[src/rtl/board_pkg.sv]
// Shared types and constants for the 3x3 board overlay (cell codes, grid size, blink states).
package board_pkg;

  localparam int GRID_N    = 3;
  localparam int NUM_CELLS = 9;

  typedef logic [1:0] cell_state_t;

  localparam cell_state_t CELL_EMPTY     = 2'b00;
  localparam cell_state_t CELL_X         = 2'b01;
  localparam cell_state_t CELL_O         = 2'b10;
  localparam cell_state_t CELL_EMPTY_ALT = 2'b11;

  typedef enum logic {
    BLINK_SHOW = 1'b0,
    BLINK_HIDE = 1'b1
  } blink_state_t;

  function automatic logic cell_is_empty(input cell_state_t s);
    return (s == CELL_EMPTY) || (s == CELL_EMPTY_ALT);
  endfunction

endpackage

[src/rtl/board_cell_locator.sv]
// Combinational pixel-to-cell mapping: constant range compares only, the inset border counts as a miss.
module board_cell_locator
  import board_pkg::*;
#(
  parameter int BOARD_X0 = 0,
  parameter int BOARD_Y0 = 0,
  parameter int CELL_W   = 339,
  parameter int CELL_H   = 256,
  parameter int BORDER   = 4
) (
  input  logic [10:0] hcount_i,
  input  logic [10:0] vcount_i,
  output logic        hit_o,
  output logic [3:0]  cell_idx_o
);

  logic [11:0]       h_ext;
  logic [11:0]       v_ext;
  logic [GRID_N-1:0] col_hit;
  logic [GRID_N-1:0] row_hit;
  logic [1:0]        col_idx;
  logic [1:0]        row_idx;

  assign h_ext = {1'b0, hcount_i};
  assign v_ext = {1'b0, vcount_i};

  always_comb begin
    col_hit = '0;
    row_hit = '0;
    col_idx = 2'd0;
    row_idx = 2'd0;
    for (int c = 0; c < GRID_N; c++) begin
      col_hit[c] = (h_ext >= 12'(BOARD_X0 + c * CELL_W + BORDER)) &&
                   (h_ext <  12'(BOARD_X0 + (c + 1) * CELL_W - BORDER));
      row_hit[c] = (v_ext >= 12'(BOARD_Y0 + c * CELL_H + BORDER)) &&
                   (v_ext <  12'(BOARD_Y0 + (c + 1) * CELL_H - BORDER));
      if (col_hit[c]) col_idx = 2'(c);
      if (row_hit[c]) row_idx = 2'(c);
    end
  end

  assign hit_o      = (|col_hit) && (|row_hit);
  assign cell_idx_o = 4'(row_idx) * 4'(GRID_N) + 4'(col_idx);

endmodule

[src/rtl/draw_board_marks.sv]
// Two-stage VGA overlay painting X/O/win colours from a once-per-frame board snapshot.
// Optional blinking of winning cells is built when DRAW_MARKS_BLINK_EN is defined.
module draw_board_marks
  import board_pkg::*;
#(
  parameter int          BOARD_X0     = 0,
  parameter int          BOARD_Y0     = 0,
  parameter int          CELL_W       = 339,
  parameter int          CELL_H       = 256,
  parameter int          BORDER       = 4,
  parameter logic [11:0] COLOR_X      = 12'hf00,
  parameter logic [11:0] COLOR_O      = 12'h00f,
  parameter logic [11:0] COLOR_WIN    = 12'hff0,
  parameter int          BLINK_FRAMES = 30
) (
  input  logic        pclk,
  input  logic        rst,
  input  logic [10:0] hcount_in,
  input  logic        hsync_in,
  input  logic        hblnk_in,
  input  logic [10:0] vcount_in,
  input  logic        vsync_in,
  input  logic        vblnk_in,
  input  logic [11:0] rgb_in,
  input  logic [17:0] board_in,
  input  logic [8:0]  win_mask,
  output logic [10:0] hcount_out,
  output logic        hsync_out,
  output logic        hblnk_out,
  output logic [10:0] vcount_out,
  output logic        vsync_out,
  output logic        vblnk_out,
  output logic [11:0] rgb_out
);

  logic [17:0] board_q;
  logic [8:0]  win_q;
  logic        snap_edge;

  logic        loc_hit;
  logic [3:0]  loc_idx;
  cell_state_t cell_lookup;
  logic        win_lookup;

  logic [10:0] hcount_s1_q, vcount_s1_q;
  logic        hsync_s1_q, hblnk_s1_q, vsync_s1_q, vblnk_s1_q;
  logic [11:0] rgb_s1_q;
  logic        blank_s1_q, hit_s1_q, win_s1_q;
  logic [3:0]  idx_s1_q;
  cell_state_t state_s1_q;

  logic [10:0] hcount_q, vcount_q;
  logic        hsync_q, hblnk_q, vsync_q, vblnk_q;
  logic [11:0] rgb_q, rgb_d;
  logic        win_hide;

  // Snapshot on the rising edge of vblnk_in, detected against the stage-1 copy.
  assign snap_edge = vblnk_in & ~vblnk_s1_q;

  always_ff @(posedge pclk or posedge rst) begin
    if (rst) begin
      board_q <= '0;
      win_q   <= '0;
    end else if (snap_edge) begin
      board_q <= board_in;
      win_q   <= win_mask;
    end
  end

  board_cell_locator #(
    .BOARD_X0 (BOARD_X0),
    .BOARD_Y0 (BOARD_Y0),
    .CELL_W   (CELL_W),
    .CELL_H   (CELL_H),
    .BORDER   (BORDER)
  ) u_locator (
    .hcount_i   (hcount_in),
    .vcount_i   (vcount_in),
    .hit_o      (loc_hit),
    .cell_idx_o (loc_idx)
  );

  always_comb begin
    cell_lookup = CELL_EMPTY;
    win_lookup  = 1'b0;
    for (int c = 0; c < NUM_CELLS; c++) begin
      if (loc_idx == 4'(c)) begin
        cell_lookup = board_q[2*c +: 2];
        win_lookup  = win_q[c];
      end
    end
  end

`ifdef DRAW_MARKS_BLINK_EN
  localparam int CNT_W = (BLINK_FRAMES > 1) ? $clog2(BLINK_FRAMES) : 1;

  blink_state_t     blink_state_q, blink_state_d;
  logic [CNT_W-1:0] frame_cnt_q, frame_cnt_d;
  logic             hide_q;

  always_ff @(posedge pclk or posedge rst) begin
    if (rst) begin
      blink_state_q <= BLINK_SHOW;
      frame_cnt_q   <= '0;
      hide_q        <= 1'b0;
    end else begin
      blink_state_q <= blink_state_d;
      frame_cnt_q   <= frame_cnt_d;
      // The displayed phase is latched with the board, one frame behind the FSM.
      if (snap_edge) hide_q <= (blink_state_q == BLINK_HIDE);
    end
  end

  always_comb begin
    blink_state_d = blink_state_q;
    frame_cnt_d   = frame_cnt_q;
    if (snap_edge) begin
      if (frame_cnt_q == CNT_W'(BLINK_FRAMES - 1)) begin
        frame_cnt_d   = '0;
        blink_state_d = (blink_state_q == BLINK_SHOW) ? BLINK_HIDE : BLINK_SHOW;
      end else begin
        frame_cnt_d = frame_cnt_q + 1'b1;
      end
    end
  end

  assign win_hide = hide_q;
`else
  assign win_hide = 1'b0;
`endif

  always_ff @(posedge pclk or posedge rst) begin
    if (rst) begin
      hcount_s1_q <= '0;
      vcount_s1_q <= '0;
      hsync_s1_q  <= 1'b0;
      hblnk_s1_q  <= 1'b0;
      vsync_s1_q  <= 1'b0;
      vblnk_s1_q  <= 1'b0;
      rgb_s1_q    <= '0;
      blank_s1_q  <= 1'b0;
      hit_s1_q    <= 1'b0;
      idx_s1_q    <= '0;
      state_s1_q  <= CELL_EMPTY;
      win_s1_q    <= 1'b0;
    end else begin
      hcount_s1_q <= hcount_in;
      vcount_s1_q <= vcount_in;
      hsync_s1_q  <= hsync_in;
      hblnk_s1_q  <= hblnk_in;
      vsync_s1_q  <= vsync_in;
      vblnk_s1_q  <= vblnk_in;
      rgb_s1_q    <= rgb_in;
      blank_s1_q  <= hblnk_in | vblnk_in;
      hit_s1_q    <= loc_hit;
      idx_s1_q    <= loc_idx;
      state_s1_q  <= cell_lookup;
      win_s1_q    <= win_lookup;
    end
  end

  always_comb begin
    rgb_d = rgb_s1_q;
    if (!blank_s1_q && hit_s1_q && !cell_is_empty(state_s1_q)) begin
      if (win_s1_q)                  rgb_d = win_hide ? rgb_s1_q : COLOR_WIN;
      else if (state_s1_q == CELL_X) rgb_d = COLOR_X;
      else                           rgb_d = COLOR_O;
    end
  end

  always_ff @(posedge pclk or posedge rst) begin
    if (rst) begin
      hcount_q <= '0;
      vcount_q <= '0;
      hsync_q  <= 1'b0;
      hblnk_q  <= 1'b0;
      vsync_q  <= 1'b0;
      vblnk_q  <= 1'b0;
      rgb_q    <= '0;
    end else begin
      hcount_q <= hcount_s1_q;
      vcount_q <= vcount_s1_q;
      hsync_q  <= hsync_s1_q;
      hblnk_q  <= hblnk_s1_q;
      vsync_q  <= vsync_s1_q;
      vblnk_q  <= vblnk_s1_q;
      rgb_q    <= rgb_d;
    end
  end

  assign hcount_out = hcount_q;
  assign vcount_out = vcount_q;
  assign hsync_out  = hsync_q;
  assign hblnk_out  = hblnk_q;
  assign vsync_out  = vsync_q;
  assign vblnk_out  = vblnk_q;
  assign rgb_out    = rgb_q;

endmodule
[config.mk]
export PLATFORM = sky130hd
export DESIGN_NAME = draw_board_marks
export DESIGN_NICKNAME = d
export VERILOG_FILES = /design/src/rtl/board_pkg.sv /design/src/rtl/board_cell_locator.sv /design/src/rtl/draw_board_marks.sv
export SDC_FILE = /design/constraint.sdc
export NUM_CORES = 1
export LEC_CHECK = 0
export ABC_CLOCK_PERIOD_IN_PS = 7500
export CAP_MARGIN = 20
export CORE_MARGIN = 2
export CORE_UTILIZATION = 40
export DETAILED_ROUTE_END_ITERATION = 10
export GPL_ROUTABILITY_DRIVEN = 0
export PLACE_DENSITY = 0.78
export SLEW_MARGIN = 40
export SYNTH_ARGS = -nofsm -noshare
export SYNTH_HDL_FRONTEND = slang
export SYNTH_SLANG_ARGS = --single-unit
[constraint.sdc]
create_clock -name pclk -period 7.5 [get_ports pclk]
set_clock_uncertainty 0.05 [all_clocks]
set_input_delay 1.125 -clock pclk [delete_from_list [all_inputs] [get_ports pclk]]
set_output_delay 1.125 -clock pclk [all_outputs]
set_load 0.02 [all_outputs]
==> out/metrics.cfg <==
[clock_network]
clockBufferDepth = 2
cts_setup_buffers = 0
cts_resized = 0
clock-sinks = 108
clkLatencyLatePin_ns = 0.36
cts_hold_buf = 0
clkSlewWorstSetupHoldPaths_ns = 0.10
cts-root-buf = clkbuf_8
h-tree-depth = 3
numCtsBuffers = 9
cts_tree = yes

[final_layout]
final_util_pct = 55.94
area_growth_pct = 36.25
drive_above_1_share_pct = 13.64
final_area_um2 = 5169
layout_common_cells = dfrtp_1 (108), clkdlybuf4s50_1 (104), mux2_2 (27)
antenna_cells = 0
nNetsFinal = 442
final_common_cell = dfrtp_1

[yosys]
synthTopCellsByArea = dfrtp_1 (71%), mux2_2 (8.0%), nor2_1 (2.1%), mux2i_1 (1.6%), o21ai_0 (1.6%)
yosys.cell_types.count = 41
yosysWarnings = 0
syn_inst = 260
synth_top_cell_by_area = dfrtp_1
ys_seq_area_share_pct = 71.24
synthesis.nets = 332
ys_ff_latch = 108
netlist.area_leader.share_pct = 71.24
avgSynthCellArea_um2 = 14.59
syn-cell-area_um2 = 3794

[worst_setup_path]
reg2reg_to = rgb_out[9]
crit_required_ns = 7.73
end_kind = register
crit_chain = clkdlybuf4s50_1 > or4_1 > o31ai_1 > nor2_1 > ha_1 > ha_1 > inv_1 > fa_1 > nand2b_1 > o32a_1 > o21ai_0 > a21oi_1 > o21ai_0
arrival_ns = 4.53
r2r_setup_slack_ns = 5.62
crit_path_max_incr_delay_ns = 0.53
crit_fanout = 5
reg2reg_from = state_s1_q[0]
criticalPathCategory = input pin to register
crit_cells = 13
slowest_stage = or4_1
reg2reg_depth = 5
critPathTopFamily = compound AO/OA/AOI/OAI gates
crit_buf_inv = 2
start_kind = input pin

[sta]
min_period_over_period_pct = 57.39
setup_viol = 0
report.final.slew_viol_count = 0
rsz0062_at_grt = no
worstMarginPinSlew_ns = 0.6532
hold_slack_ns = 0.3020
fmax_mhz = 232.3
slew_headroom_pct = 56.46
period_minus_slack_ns = 4.304
fin_tns_setup_ns = 0
hold_violations = 0

[power]
ir_worst_vdd_v = 0.0001179
power.total_uw = 1151
p_leak_uw = 0.002187
power_density_nw_per_um2 = 222.7

[detailed_routing]
drtIter0Drc = 80
route.detailed.drc = 0
wl_um = 7091
wl_per_cell_um = 14.10
drt-pass1-iter-count = 4
ant_nets = 0
avgViaCountPerCell = 4.610
num_vias = 2319

[min_path]
hold_start = vcount_s1_q[8]
hold_end = vcount_out[8]
hp-class = register to register
worst_hold_path.num_cells = 0

[global_routing]
grt_antenna_before_repair = 0
grt_overflow = 0
grt_pass1_vias = 2391
grt_pass1_wl_um = 11340
grt_max_degree = 61
grt.total_usage_pct = 14.53

[die]
core_um2 = 9240
start_util_pct = 41.06
io_pins = 105
fp.dieH_um = 101.4
die_area_um2 = 10280
rows = 35
die_w_um = 101.4

[placed_design]
portBuffers = 104
place_area_um2 = 4981
hpwl_um = 5218

[status]
status = finished, final reports clean

[flow_run]
max-cap-violations = 0

## how the worst max path moves through the flow
stage	start	slack, ns	endpoint
after detailed placement	vcount_in[2]	2.79	win_s1_q
after global placement	vcount_in[2]	2.90	state_s1_q[1]
after CTS	vcount_in[3]	3.17	win_s1_q
after global routing	vcount_in[3]	2.96	state_s1_q[1]
after floorplan	rst	3.48	blank_s1_q
final	vcount_in[2]	3.20	win_s1_q
## area by class of cell
class                           count  area, µm²
Clock buffer                        9      123.9
Clock inverter                      6      60.06
Fill cell                         734       4071
Inverter                            7      28.78
Multi-Input combinational cell    138       1032
Sequential cell                   108       2703
Tap cell                          129      161.4
Timing Repair Buffer              106       1060
## worst register-to-register path, cell delays in order (launching register included)
cell and delay [ns]:
dfrtp_1 0.39, ha_1 0.29, nor2_1 0.16, nand2_1 0.22
or3_1 0.50, o21a_1 0.17
## power by group
group / internal [µW] / switching (µW) / leakage (µW)
Combinational: 94.1 / 79.3 / 0.000832
Sequential: 631 / 19.9 / 0.00126
Clock: 126 / 201 / 0.0000930
## cell families after synthesis
group	synth area share (%)
flops	71.24
simple gates	7.685
compound gates	7.553
mux	9.598
buf+inv	1.616
fa+ha+maj	1.847
xor+xnor	0.4618
## metrics by stage
stage	std cells	worst slack [ns]
after floorplan	260	3.479
after global placement	488	2.897
after detailed placement	488	2.793
after CTS	503	3.165
after global routing	503	2.962
final	503	3.196
## sequential cells by signal, summed over array words and instances (netlist names)
register and flops:
board_q 18, rgb_out 12, rgb_s1_q 12, hcount_out 11
hcount_s1_q 11, vcount_out 11, vcount_s1_q 11, win_q 9
state_s1_q 2, blank_s1_q 1, hblnk_out 1, hblnk_s1_q 1
hit_s1_q 1, hsync_out 1, hsync_s1_q 1, vblnk_out 1
vblnk_s1_q 1, vsync_out 1, vsync_s1_q 1, win_s1_q 1
## Yosys cell counts, drive strengths merged
cell and instances:
o31a 1, nor4b 1, xnor2 2, nand3b 1, o21a 4, and4 1, o21ai 13, dfrtp 108
fa 1, nor3 2, a211oi 1, or4 1, ha 4, nand3 4, and3b 1, a31oi 1
nand2 15, nand2b 3, buf 5, o32a 3, mux2i 6, clkbuf 2, o311ai 1, and2 1
nor2 21, nor2b 3, mux2 27, a21o 5, nor3b 1, or2 1, a2111oi 2, o31ai 2
o311a 1, a21oi 4, inv 7, or3b 1, or3 2, and3 1
## routing by layer
metal,vias to the layer above,wire length [µm],global-route usage (%)
met5,-,0,0
met2,79,3573,24.20
li1,1115,-,-
met3,15,399,4.486
met1,1110,2995,17.81
met4,0,123,5.613
Power figures use the tool's default switching activity.
